[src/rtl/layer1_pull_pkg.sv]
// layer1_rx_pkg: shared constants, packed output word type and keep helper for layer1_pull.
// Ports: none.
package layer1_rx_pkg;
    localparam int LANES = 8;
    localparam int DW = 16;
    localparam int BW = 2 * LANES;
    localparam int BEATS = 64 / BW;
    localparam int CW = (BEATS > 1) ? $clog2(BEATS) : 1;
    typedef struct packed {
        logic [63:0] data;
        logic [7:0]  keep;
        logic        last;
    } word_t;
    // Byte enables for a word holding nb beats, lowest bytes first.
    function automatic logic [7:0] keep_of(input logic [CW:0] nb);
        logic [7:0] k;
        for (int b = 0; b < 8; b++) k[b] = (b * 8) < (int'(nb) * BW);
        return k;
    endfunction
endpackage

[src/rtl/layer1_pull_if.sv]
// layer1_pull_if: lane I/Q input streams and packed 64-bit output stream.
// Ports: none; master drives the lane streams and consumes the output, slave is the packer.
interface layer1_pull_if;
    import layer1_rx_pkg::*;
    logic [LANES-1:0]         s_axis_inputI_tvalid;
    logic [LANES-1:0]         s_axis_inputI_tready;
    logic [LANES-1:0][DW-1:0] s_axis_inputI_tdata;
    logic [LANES-1:0]         s_axis_inputI_tlast;
    logic [LANES-1:0]         s_axis_inputQ_tvalid;
    logic [LANES-1:0]         s_axis_inputQ_tready;
    logic [LANES-1:0][DW-1:0] s_axis_inputQ_tdata;
    logic [LANES-1:0]         s_axis_inputQ_tlast;
    logic                     m_axis_output_tvalid;
    logic                     m_axis_output_tready;
    logic [63:0]              m_axis_output_tdata;
    logic [7:0]               m_axis_output_tkeep;
    logic                     m_axis_output_tlast;
    modport master (
        output s_axis_inputI_tvalid, s_axis_inputI_tdata, s_axis_inputI_tlast,
        output s_axis_inputQ_tvalid, s_axis_inputQ_tdata, s_axis_inputQ_tlast,
        input  s_axis_inputI_tready, s_axis_inputQ_tready,
        input  m_axis_output_tvalid, m_axis_output_tdata, m_axis_output_tkeep, m_axis_output_tlast,
        output m_axis_output_tready
    );
    modport slave (
        input  s_axis_inputI_tvalid, s_axis_inputI_tdata, s_axis_inputI_tlast,
        input  s_axis_inputQ_tvalid, s_axis_inputQ_tdata, s_axis_inputQ_tlast,
        output s_axis_inputI_tready, s_axis_inputQ_tready,
        output m_axis_output_tvalid, m_axis_output_tdata, m_axis_output_tkeep, m_axis_output_tlast,
        input  m_axis_output_tready
    );
endinterface

[src/rtl/layer1_pull_fifo2.sv]
// layer1_pull_fifo2: 2-entry registered AXI-Stream FIFO of packed words.
// Ports: clk, reset (sync, active-high); push_i/din_i write side; space_o = fewer than 2 held;
// valid_o/ready_i/dout_o read side.
module layer1_pull_fifo2
    import layer1_rx_pkg::*;
(
    input  logic  clk,
    input  logic  reset,
    input  logic  push_i,
    input  word_t din_i,
    output logic  space_o,
    output logic  valid_o,
    input  logic  ready_i,
    output word_t dout_o
);
    logic [1:0] cnt_q, cnt_d, wr_idx;
    word_t      head_q, head_d, tail_q, tail_d;
    logic       push, pop;
    assign space_o = cnt_q < 2'd2;
    assign valid_o = cnt_q != 2'd0;
    assign dout_o  = head_q;
    // Space is judged on the registered count only, so a full FIFO never pops through.
    always_comb begin
        push   = push_i & space_o;
        pop    = valid_o & ready_i;
        wr_idx = cnt_q - {1'b0, pop};
        cnt_d  = cnt_q + {1'b0, push} - {1'b0, pop};
        head_d = (push && wr_idx == 2'd0) ? din_i : pop ? tail_q : head_q;
        tail_d = (push && wr_idx == 2'd1) ? din_i : tail_q;
    end
    always_ff @(posedge clk) begin
        if (reset) begin
            cnt_q  <= '0;
            head_q <= '0;
            tail_q <= '0;
        end else begin
            cnt_q  <= cnt_d;
            head_q <= head_d;
            tail_q <= tail_d;
        end
    end
endmodule

[src/rtl/layer1_pull.sv]
// layer1_pull: QPSK hard decision on LANES I/Q streams, packed into 64-bit AXI-Stream words.
// Ports: clk, reset (sync, active-high); bus (lane inputs, packed output);
// err_tlast_mismatch sticky lane tlast disagreement; words_out output handshake count.
module layer1_pull
    import layer1_rx_pkg::*;
(
    input  logic         clk,
    input  logic         reset,
    layer1_pull_if.slave bus,
    output logic         err_tlast_mismatch,
    output logic [31:0]  words_out
);
    logic          all_valid, space, accept, frame_last, mismatch, done, m_valid;
    logic [BW-1:0] beat;
    logic [63:0]   acc_q, acc_d, cur;
    logic [CW-1:0] cnt_q, cnt_d;
    logic          err_q, err_d;
    logic [31:0]   words_q, words_d;
    word_t         word_in, word_out;
    always_comb begin
        all_valid  = &bus.s_axis_inputI_tvalid & &bus.s_axis_inputQ_tvalid;
        accept     = all_valid & space;
        frame_last = bus.s_axis_inputI_tlast[0];
        mismatch   = accept & ((bus.s_axis_inputI_tlast != {LANES{frame_last}}) |
                               (bus.s_axis_inputQ_tlast != {LANES{frame_last}}));
        beat = '0;
        for (int k = 0; k < LANES; k++) begin
            beat[2*k]   = bus.s_axis_inputI_tdata[k][DW-1];
            beat[2*k+1] = bus.s_axis_inputQ_tdata[k][DW-1];
        end
        // Current beat merged into the accumulator, so a word can be pushed on its last beat.
        cur     = acc_q | (64'(beat) << (BW * int'(cnt_q)));
        done    = accept & ((cnt_q == CW'(BEATS - 1)) | frame_last);
        word_in = '{data: cur, keep: keep_of({1'b0, cnt_q} + 1'b1), last: frame_last};
        cnt_d   = done ? '0 : accept ? cnt_q + 1'b1 : cnt_q;
        acc_d   = done ? '0 : accept ? cur : acc_q;
        err_d   = err_q | mismatch;
        words_d = words_q + 32'(m_valid & bus.m_axis_output_tready);
    end
    always_ff @(posedge clk) begin
        if (reset) begin
            acc_q   <= '0;
            cnt_q   <= '0;
            err_q   <= 1'b0;
            words_q <= '0;
        end else begin
            acc_q   <= acc_d;
            cnt_q   <= cnt_d;
            err_q   <= err_d;
            words_q <= words_d;
        end
    end
    layer1_pull_fifo2 u_fifo (
        .clk     (clk),
        .reset   (reset),
        .push_i  (done),
        .din_i   (word_in),
        .space_o (space),
        .valid_o (m_valid),
        .ready_i (bus.m_axis_output_tready),
        .dout_o  (word_out)
    );
    assign bus.s_axis_inputI_tready = {LANES{accept}};
    assign bus.s_axis_inputQ_tready = {LANES{accept}};
    assign bus.m_axis_output_tvalid = m_valid;
    assign bus.m_axis_output_tdata  = word_out.data;
    assign bus.m_axis_output_tkeep  = word_out.keep;
    assign bus.m_axis_output_tlast  = word_out.last;
    assign err_tlast_mismatch       = err_q;
    assign words_out                = words_q;
endmodule

[src/flat_wrapper.sv]
// flat-port wrapper written by rule: the top's interface ports become plain ports
module layer1_pull_flat import layer1_rx_pkg::*;
  (clk, reset, err_tlast_mismatch, words_out, bus_s_axis_inputI_tvalid, bus_s_axis_inputI_tdata, bus_s_axis_inputI_tlast, bus_s_axis_inputQ_tvalid, bus_s_axis_inputQ_tdata, bus_s_axis_inputQ_tlast, bus_s_axis_inputI_tready, bus_s_axis_inputQ_tready, bus_m_axis_output_tvalid, bus_m_axis_output_tdata, bus_m_axis_output_tkeep, bus_m_axis_output_tlast, bus_m_axis_output_tready);
  layer1_pull_if bus_i ();
  input  logic clk;
  input  logic reset;
  output logic err_tlast_mismatch;
  output logic [31:0] words_out;
  input wire logic [$bits(bus_i.s_axis_inputI_tvalid)-1:0] bus_s_axis_inputI_tvalid;
  input wire logic [$bits(bus_i.s_axis_inputI_tdata)-1:0] bus_s_axis_inputI_tdata;
  input wire logic [$bits(bus_i.s_axis_inputI_tlast)-1:0] bus_s_axis_inputI_tlast;
  input wire logic [$bits(bus_i.s_axis_inputQ_tvalid)-1:0] bus_s_axis_inputQ_tvalid;
  input wire logic [$bits(bus_i.s_axis_inputQ_tdata)-1:0] bus_s_axis_inputQ_tdata;
  input wire logic [$bits(bus_i.s_axis_inputQ_tlast)-1:0] bus_s_axis_inputQ_tlast;
  output wire logic [$bits(bus_i.s_axis_inputI_tready)-1:0] bus_s_axis_inputI_tready;
  output wire logic [$bits(bus_i.s_axis_inputQ_tready)-1:0] bus_s_axis_inputQ_tready;
  output wire logic [$bits(bus_i.m_axis_output_tvalid)-1:0] bus_m_axis_output_tvalid;
  output wire logic [$bits(bus_i.m_axis_output_tdata)-1:0] bus_m_axis_output_tdata;
  output wire logic [$bits(bus_i.m_axis_output_tkeep)-1:0] bus_m_axis_output_tkeep;
  output wire logic [$bits(bus_i.m_axis_output_tlast)-1:0] bus_m_axis_output_tlast;
  input wire logic [$bits(bus_i.m_axis_output_tready)-1:0] bus_m_axis_output_tready;
  assign bus_i.s_axis_inputI_tvalid = bus_s_axis_inputI_tvalid;
  assign bus_i.s_axis_inputI_tdata = bus_s_axis_inputI_tdata;
  assign bus_i.s_axis_inputI_tlast = bus_s_axis_inputI_tlast;
  assign bus_i.s_axis_inputQ_tvalid = bus_s_axis_inputQ_tvalid;
  assign bus_i.s_axis_inputQ_tdata = bus_s_axis_inputQ_tdata;
  assign bus_i.s_axis_inputQ_tlast = bus_s_axis_inputQ_tlast;
  assign bus_s_axis_inputI_tready = bus_i.s_axis_inputI_tready;
  assign bus_s_axis_inputQ_tready = bus_i.s_axis_inputQ_tready;
  assign bus_m_axis_output_tvalid = bus_i.m_axis_output_tvalid;
  assign bus_m_axis_output_tdata = bus_i.m_axis_output_tdata;
  assign bus_m_axis_output_tkeep = bus_i.m_axis_output_tkeep;
  assign bus_m_axis_output_tlast = bus_i.m_axis_output_tlast;
  assign bus_i.m_axis_output_tready = bus_m_axis_output_tready;
  layer1_pull u_core (.clk(clk), .reset(reset), .bus(bus_i), .err_tlast_mismatch(err_tlast_mismatch), .words_out(words_out));
endmodule
[config.mk]
export PLATFORM = sky130hd
export DESIGN_NAME = layer1_pull_flat
export DESIGN_NICKNAME = d
export VERILOG_FILES = /design/src/rtl/layer1_pull_pkg.sv /design/src/rtl/layer1_pull_if.sv /design/src/rtl/layer1_pull_fifo2.sv /design/src/rtl/layer1_pull.sv /design/src/flat_wrapper.sv
export SDC_FILE = /design/constraint.sdc
export NUM_CORES = 1
export LEC_CHECK = 0
export CAP_MARGIN = 40
export CORE_AREA = 5 5 161 163
export CTS_CLUSTER_SIZE = 24
export DETAILED_ROUTE_END_ITERATION = 16
export DIE_AREA = 0 0 166 168
export GPL_ROUTABILITY_DRIVEN = 0
export HOLD_SLACK_MARGIN = 0.12
export PLACE_DENSITY = 0.8
export SETUP_SLACK_MARGIN = 0.05
export SKIP_LAST_GASP = 1
export SYNTH_ARGS = -nofsm -noshare
export SYNTH_HDL_FRONTEND = slang
export SYNTH_HIERARCHICAL = 1
export SYNTH_SLANG_ARGS = --single-unit
[constraint.sdc]
create_clock -name clk -period 2.95 [get_ports clk]
set_clock_uncertainty 0.2 [all_clocks]
set_input_delay 0.4425 -clock clk [delete_from_list [all_inputs] [get_ports clk]]
set_output_delay 0.4425 -clock clk [all_outputs]
set_load 0.02 [all_outputs]
==> results.txt <==
- In this run the tightest slew margin relative to its limit is 42.2%.
- For this run, the leading register cell type out of synthesis is dfxtp_1.
* Number of violations of the max-capacitance limit: 0
- Synth-to-Final Area Change: 26.6%
- At the pin with the least slew margin, the transition time is 0.867 ns.
- Slowest cell on the critical path: or4_4
- Critical path launch point type: primary input
* Layout cell share with drive strength beyond 1: 8.59%
- Number of buffers created by CTS: 25
- Antenna diode instance count: 0
- Leaving out fill and tap cells, the most frequent cells in the layout are nand2_1 (308), dfxtp_1 (246), nor2_1 (157), clkdlybuf4s50_1 (152), a21oi_1 (92).
* Post-synthesis instance total: 1294
* Sum of overflow across all layers after global routing: 0
- Total Wirelength: 31600 um
* Number of buffer cells added on primary ports: 173
- Yosys printed 6 warnings.
- Filler Cells Inserted: 2120
* Synth Area per Inst: 8.17 um2
- Worst Setup End Kind: output pin
- After synthesis, the share of flip-flops with an asynchronous set or reset is 0%.
* Final critical delay including setup and external delays: 2.82 ns
* Area of the die: 0.0279 mm2
- Drt first-iter violations: 840
* CTS tree: yes
- The number of hold violations in the final report is 0.
- After clock tree synthesis, the clock-pin slew on the worst setup and hold paths is 0.06 ns.
- In the routed design, unresolved DRC markers number 0.
- Flops & latches, synth: 247
- Routed vias/inst: 5.72
- Clock insertion delay at the later pin of the skew report: 0.53 ns
- Summed over all cells, the static leakage comes to 5.06 nW.
* Per-cell routed wire length: 18.1 um
* Net count reported at finish: 1703
- Number of enable flip-flop cells after synthesis: 0
* Clk pwr share: 45.8%
- Setup violations remaining at the end of the flow were counted as 0.
- Setup repair after global routing missed its margin: false
- The initial utilization of the core area, before any placement, comes to 43.7%.
- Worst stage delay on the critical path: 0.59 ns
- I/O pin total: 414
- DP HPWL: 20000 um
- Counting along the longest clock path gives a buffer depth of 3.
- After synthesis, the netlist uses 34 different library cells.
- Traced cell by cell, the critical path runs through clkdlybuf4s50_1 > nand4_1 > or4_4 > nor2_4 > buf_6 > buf_2.
- H-tree depth: 1
* WS Path Type: in2out
- Largest net degree at the start of global routing: 90
- Number of global-route vias before repair: 9550
- Die extent in x: 166 um
- For this run, the top clock speed supported by timing is 355 MHz.
- In this run the worst path has a maximum fanout of 8.
* Accumulated negative setup slack: 0 ns
- In this run switching power makes up 24.0% of total power.
- Before antenna repair, the detailed router went through 5 iterations.
- The number of nets handed over by synthesis was 1594.
- The synthesized netlist occupies a cell area of 0.0106 mm2.
* Power per unit of standard cell area: 552 mW/mm2
- Required time of the critical path: 2.31 ns
* Core area: 0.0242 mm2
- The share of total power dissipated in sequential elements is 45.6%.
- After synthesis, flip-flops and latches occupy 46.8% of the total area.
- The number of antenna violations at the first check in global routing is 1.
- Leaving out fill and tap cells, the most frequent cell in the layout is nand2_1.
* Max-slew violation count: 0
- Run status: completed
- Placement Rows: 57
* Clk sink count: 247
- Across all hold checks on the routed design, the worst slack comes to 0.254 ns.
- Internal cell power: 5.61 mW
* CP Data Arrival Time: 2.18 ns
- The tightest min-delay check is of the reg2reg type.
- Proportion of power drawn by combinational gates: 8.6%
- Power spent charging and discharging nets: 1.77 mW
- Across all layers, the routed design uses 9983 vias.
- Crit share post-route: 95.6%
- Global-route usage over all layers: 21.5%
* CTS root buf: clkbuf_16
- Maximum vdd drop: 0.000403 V
- Vertical extent of the die: 168 um
- The first global-routing pass estimated 50200 um of wire.
- Detail Route Antenna Nets: 0
[kinds of logic (layout without fill, tap and decap cells)]
family / count (synthesis) / after routing / synth area share [%]
buffers and inverters: 151 / 277 / 7.16
multiplexers: 2 / 2 / 0.213
XOR/XNOR: 14 / 14 / 1.16
AO/OA/AOI/OAI: 316 / 316 / 21.7
adder cells (fa/ha/maj): 9 / 9 / 1.07
flip-flops: 247 / 247 / 46.8
AND/OR/NAND/NOR: 555 / 555 / 22.0
[sequential cells by signal, indices dropped and copies added, names as in the netlist]
signal and flops:
u_core/cnt_q 2, u_core/words_out 32, u_core/acc_q 64, u_core/u_fifo/dout_o 73, u_core/u_fifo/cnt_q 2, u_core/u_fifo/tail_q 73
u_core/err_tlast_mismatch 1
[worst paths after layout]
path | from | end | slack (ns) | cells after the start
setup / recovery | bus_s_axis_inputI_tvalid[2] | bus_s_axis_inputQ_tready[3] | 0.13 | 6
hold / removal | u_core/u_fifo/tail_q[65] | u_core/u_fifo/tail_q[65] | 0.25 | 2
setup reg to reg | u_core/u_fifo/cnt_q[0] | u_core/words_out[30] | 0.24 | 10
hold reg to reg | u_core/u_fifo/tail_q[65] | u_core/u_fifo/tail_q[65] | 0.25 | 2
[critical path, delay by kind of cell]
family        cells  cell delay (ns)
buf+inv           3             0.80
simple gates      3             0.93
[power by group through the flow]
stage	Combinational [mW]	Sequential, mW	Clock, mW
floorplan	0.374	3.44	0
global placement	0.612	3.44	0
detailed placement	0.619	3.44	0
CTS	0.628	3.36	3.43
global route	0.675	3.36	3.58
finish	0.635	3.36	3.38
[final cells by class]
class / instances / area (um2) / share of cell area (%)
clock buffer: 34 / 729 / 5.45
clock inverter: 10 / 159 / 1.19
inverter: 15 / 56.3 / 0.421
multi-input combinational: 896 / 4940 / 36.9
sequential: 247 / 4950 / 37.0
tap: 324 / 405 / 3.03
timing repair buffer: 218 / 2150 / 16.1
[routing by layer]
layer  vias up  wire, um  global-route usage [%]
met5         -        13                       0
met4         2      1210                    8.43
met3        76      2740                    5.60
met2       439     14500                    34.7
met1      4725     13200                    27.5
li1       4741         -                       -
[cell usage after synthesis, types with 17 or more instances]
library cell,number,area (um2)
nand2_1,308,1160
dfxtp_1,247,4940
nor2_1,161,604
a21oi_1,92,460
a311oi_1,74,648
clkbuf_1,70,263
a21o_1,64,480
a41oi_1,64,561
buf_2,32,160
buf_4,24,180
nand3_1,17,85.1
[through the flow]
step                std cells  instance area [um2]  util (%)  power [mW]  setup WS, ns
finish                   1744                13400      55.4        7.38         0.131
global route             1744                13400      55.4        7.62        0.0570
CTS                      1744                13400      55.4        7.42        0.0366
detailed placement       1697                12500      51.7        4.06        -0.476
global placement         1697                12500      51.7        4.05        -0.442
floorplan                1294                10600         -        3.81        0.0994
[timing repair]
action	4_1_cts	5_1_grt
endpoints found under the setup margin	16	88
resized for setup	63	17
pin swaps	2	3
hold endpoints to repair	5	0
hold buffers	1	0
cloned	1	0
buffers inserted	1	0
Note: power is estimated with default switching activity, not from simulation.
